File: config.mk
export PLATFORM = sky130hd
export DESIGN_NAME = crossbar_tdm_input_stage
export DESIGN_NICKNAME = d
export VERILOG_FILES = /design/src/rtl/crossbar_tdm_input_stage.sv
export SDC_FILE = /design/constraint.sdc
export NUM_CORES = 1
export LEC_CHECK = 0
export CAP_MARGIN = 20
export CORE_MARGIN = 5
export CORE_UTILIZATION = 57
export CTS_BUF_LIST = sky130_fd_sc_hd__clkbuf_16
export DETAILED_ROUTE_END_ITERATION = 12
export PLACE_DENSITY_LB_ADDON = 0.05
export SLEW_MARGIN = 20
export SYNTH_ARGS = -nofsm -noshare
export SYNTH_HDL_FRONTEND = slang
export SYNTH_SLANG_ARGS = --single-unit
export TNS_END_PERCENT = 30
File: constraint.sdc
create_clock -name clk -period 2.6 [get_ports clk]
set_clock_uncertainty 0.05 [all_clocks]
set_input_delay 0.52 -clock clk [delete_from_list [all_inputs] [get_ports clk]]
set_output_delay 0.52 -clock clk [all_outputs]
set_load 0.01 [all_outputs]
File: src/rtl/crossbar_tdm_input_stage.sv
// rtl/crossbar_tdm_input_stage.sv - per-port FIFOs feeding a TDM barrel-shifter crossbar
// Optional per-port occupancy output enabled by defining CROSSBAR_OCC_CNT_EN.
module crossbar_tdm_input_stage #(
  parameter int N     = 8,
  parameter int W     = 8,
  parameter int DEPTH = 4
) (
  input  logic                         clk,
  input  logic                         rst_n,
  input  logic [N-1:0][W-1:0]          in_data,
  input  logic [N-1:0]                 in_valid,
  output logic [N-1:0]                 in_ready,
  input  logic                         run,
  output logic [N-1:0][W-1:0]          sw_data,
  output logic [N-1:0]                 sw_valid,
  output logic [$clog2(N)-1:0]         sw_shift
`ifdef CROSSBAR_OCC_CNT_EN
  ,
  output logic [N-1:0][$clog2(DEPTH):0] occ
`endif
);

  localparam int SW = $clog2(N);
  localparam int AW = $clog2(DEPTH);
  localparam logic [SW-1:0] LAST_SLOT = SW'(N - 1);
  localparam logic [AW:0]   FULL_CNT  = (AW + 1)'(DEPTH);

  logic [SW-1:0] slot;

  // Slot counter wraps at N-1 so non-power-of-2 port counts rotate correctly.
  always_ff @(posedge clk or negedge rst_n) begin
    if (!rst_n) begin
      slot     <= '0;
      sw_shift <= '0;
    end else if (run) begin
      sw_shift <= slot;
      slot     <= (slot == LAST_SLOT) ? '0 : slot + 1'b1;
    end
  end

  for (genvar k = 0; k < N; k++) begin : g_port
    logic [W-1:0]  mem [DEPTH];
    logic [AW-1:0] wr_ptr;
    logic [AW-1:0] rd_ptr;
    logic [AW:0]   count;
    logic [W-1:0]  data_q;
    logic          valid_q;
    logic          push;
    logic          pop;

    // Ready and pop both come from registered count: no bypass, no pass-through.
    assign in_ready[k] = (count != FULL_CNT);
    assign push        = in_valid[k] & in_ready[k];
    assign pop         = run & (count != '0);
    assign sw_data[k]  = data_q;
    assign sw_valid[k] = valid_q;

    always_ff @(posedge clk) begin
      if (push) mem[wr_ptr] <= in_data[k];
    end

    always_ff @(posedge clk or negedge rst_n) begin
      if (!rst_n) begin
        wr_ptr  <= '0;
        rd_ptr  <= '0;
        count   <= '0;
        data_q  <= '0;
        valid_q <= 1'b0;
      end else begin
        valid_q <= pop;
        if (push) wr_ptr <= wr_ptr + 1'b1;
        if (pop) begin
          rd_ptr <= rd_ptr + 1'b1;
          data_q <= mem[rd_ptr];
        end
        if (push && !pop)      count <= count + 1'b1;
        else if (!push && pop) count <= count - 1'b1;
      end
    end

`ifdef CROSSBAR_OCC_CNT_EN
    assign occ[k] = count;
`endif
  end

endmodule
==> impl_metrics.csv <==
group,metric,value,unit
drt,drt_iter0_markers,336,
global_route,track_usage,17.9,%
timing,fin_crit,2.33,ns
critical_path,cp_slowest_cell,"clkdlybuf4s50_1",
critical_path,startpoint_type,"register",
finish,antenna_cells,0,
critical_path,endpoint,"in_ready[1]",
timing,max_freq,429,MHz
global_route,antenna_found_initial,0,
critical_path,r2r-end,"g_port[6].count[2]$_DFFE_PN0P_",
finish,stdcell_count,1472,
floorplan,die_h,175,um
critical_path,r2r-start,"g_port[6].count[1]$_DFFE_PN0P_",
drt,ant_nets,0,
finish,final_util,69.6,%
finish,drive_gt1_share,16.6,%
drt,drc,0,
yosys,synth_cells,914,
timing,final_hold_viol_count,0,
timing,maxSlewHeadroom,58.7,%
cts,cts_tree,"built",
floorplan,ioPinCount,158,
placed_design,hpwl,17700,um
cts,clock_sink_count,390,
floorplan,initial_core_util,57.6,%
timing,finalSetupViolCount,0,
timing,worst_slack,0.270,ns
cts,cts_root_buffer,"clkbuf_16",
timing,rsz0062_at_grt,"false",
yosys,yosysSeqAreaShare,71.3,%
power_and_ir_drop,peakVddDrop,0.000680,V
yosys,syn-num-nets,1039,
timing,hold-worst-slack,0.316,ns
global_route,grt_max_degree,75,
global_route,grt_pass1_wl,43700,um
critical_path,arrival,1.76,ns
timing,tns,0,ns
cts,cts_setup_buffers,0,
yosys,yosys_warnings,0,
placed_design,gp_congestion,0.719,
cts,clkSlewWorstSetupHoldPaths,0.06,ns
outcome,status,"completed",
critical_path,max_stage_delay,0.49,ns
drt,vias,7669,
timing,finalCritPeriodShare,89.6,%
critical_path,cp_max_fo,4,
critical_path,ff2ff_path_depth,7,
yosys,synth_area,15500,sq um
critical_path,ff2ff_setup_slack,0.57,ns
floorplan,num_rows,60,
drt,viasPerCell,5.21,
power_and_ir_drop,power.leakage,7.25,nW
timing,worst_slew_pin_slew,0.619,ns
power_and_ir_drop,power_density,1160,nW/um^2
critical_path,startpoint,"g_port[1].count[0]$_DFFE_PN0P_",
yosys,yosysUniqueCellTypes,23,
critical_path,worstPathRequired,2.03,ns
drt,firstDrtPassIters,4,
global_route,grt_pass1_vias,8188,
cts,clock_tree.buffer_depth,3,
flow_run,drv_cap,0,
drt,wirelength,26400,um
floorplan,core,26900,sq um
hold_path,hold_class,"input pin to async pin",
placed_design,portBuffers,157,
placed_design,place_ws,0.0923,ns
placed_design,dp_cells,1398,
power_and_ir_drop,power,21.7,mW
placed_design,post_dp_cell_area,17400,sq um
drt,avgRoutedWirePerCell,18.0,um
critical_path,end_kind,"primary output",
critical_path,cp_cell_sequence,"nor2_1, nand2_1, clkdlybuf4s50_1",
yosys,synth-seq-cells,390,
finish,fin_nets,1226,
floorplan,die_x,175,um
cts,cts_made_buffers,41,
timing,finalMaxSlewViolations,0,
floorplan,die-area,30600,sq um
cts,h-tree-depth,2,
cts,clock_latency,0.51,ns
global_route,overflow,0,
finish,post-route-cell-area,18700,sq um
finish,area_growth,20.7,%
yosys,postSynthAreaPerCell,16.9,sq um
critical_path,crit_type,"register to primary output",
==> worst min-delay path by stage <==
stage	end	slack, ns	cells after the start
after CTS	g_port[3].data_q[6]$_DFFE_PN0P_	0.30	2
after floorplan	g_port[0].count[0]$_DFFE_PN0P_	0.17	0
after detailed placement	g_port[3].data_q[6]$_DFFE_PN0P_	0.26	1
after global placement	g_port[3].data_q[6]$_DFFE_PN0P_	0.26	1
after global routing	g_port[3].data_q[4]$_DFFE_PN0P_	0.31	2
final	g_port[3].data_q[6]$_DFFE_PN0P_	0.32	2
==> power by group <==
group          switching [mW]  internal, mW  leakage, nW  total, mW
Clock                    2.28          3.28        0.656       5.56
Combinational            2.64          3.42         2.65       6.07
Sequential               1.52          8.58         3.95       10.1
==> repair_timing <==
item / in CTS / in global routing
hold buffers: 1 / 0
resized for setup: 0 / 0
hold endpoints to repair: 60 / 0
==> metal layers <==
layer	global-route usage (%)	up-vias	share of wire (%)
li1	-	3635	-
met1	24.8	3827	44
met2	30.0	164	50
met3	3.31	43	4.3
met4	4.26	0	1.9
met5	0	-	0
==> logic make-up after synthesis <==
group | count (synthesis) | share of synthesized area [%]
flip-flops | 390 | 71.3
buffers and inverters | 66 | 2.61
AND/OR/NAND/NOR | 258 | 6.82
AO/OA/AOI/OAI | 17 | 1.31
multiplexers | 85 | 10.8
adder cells (fa/ha/maj) | 50 | 4.43
XOR/XNOR | 48 | 2.71
==> synth_stat cells <==
cell / n / area share [%]
inv_4: 3 / 0.12
mux2_2: 21 / 1.5
o31ai_1: 4 / 0.19
and2_1: 32 / 1.3
inv_2: 5 / 0.12
mux4_2: 64 / 9.3
o31ai_4: 3 / 0.41
o22ai_1: 1 / 0.040
clkbuf_2: 8 / 0.26
edfxtp_1: 256 / 50
fa_1: 8 / 1.0
nor2_2: 3 / 0.12
inv_1: 25 / 0.61
nand2_1: 209 / 5.1
buf_6: 12 / 0.87
buf_4: 13 / 0.63
xnor2_1: 32 / 1.8
xor2_1: 16 / 0.90
ha_1: 42 / 3.4
nor2_1: 14 / 0.34
a21boi_2: 8 / 0.58
dfrtp_1: 134 / 22
o31ai_2: 1 / 0.081
==> worst max-delay path: cells and delay by family (launching register included) <==
family / cells / cell delay [ns]
buffers and inverters: 1 / 0.49
DFF: 1 / 0.44
and+or+nand+nor: 2 / 0.31
==> layout by cell type (no fill, tap or decap), drive strengths merged, types with 8 or more instances in the layout <==
master | netlist | layout
edfxtp | 256 | 256
nand2 | 209 | 209
clkdlybuf4s50 | 0 | 156
dfrtp | 134 | 134
mux4 | 64 | 64
ha | 42 | 42
clkbuf | 8 | 41
inv | 33 | 41
and2 | 32 | 32
xnor2 | 32 | 32
mux2 | 21 | 21
buf | 25 | 20
nor2 | 17 | 17
clkinv | 0 | 17
xor2 | 16 | 16
a21boi | 8 | 8
fa | 8 | 8
o31ai | 8 | 8
==> state kept, by name (all words and copies together), names as in the netlist <==
register and flops:
g_port.count 24, g_port.data_q 64, g_port.mem 256, g_port.rd_ptr 16
g_port.valid_q 8, g_port.wr_ptr 16, slot 3, sw_shift 3
==> area by class of cell <==
| cell class | instances | area [sq um] |
|---|---|---|
| flip-flops and latches | 390 | 11000 |
| fillers | 1840 | 8180 |
| multi-input cells | 458 | 4050 |
| repair buffers | 177 | 1760 |
| clock buffers | 41 | 1030 |
| well taps | 341 | 427 |
| clock inverters | 32 | 264 |
| inverters | 33 | 131 |
Power figures use the tool's default switching activity.
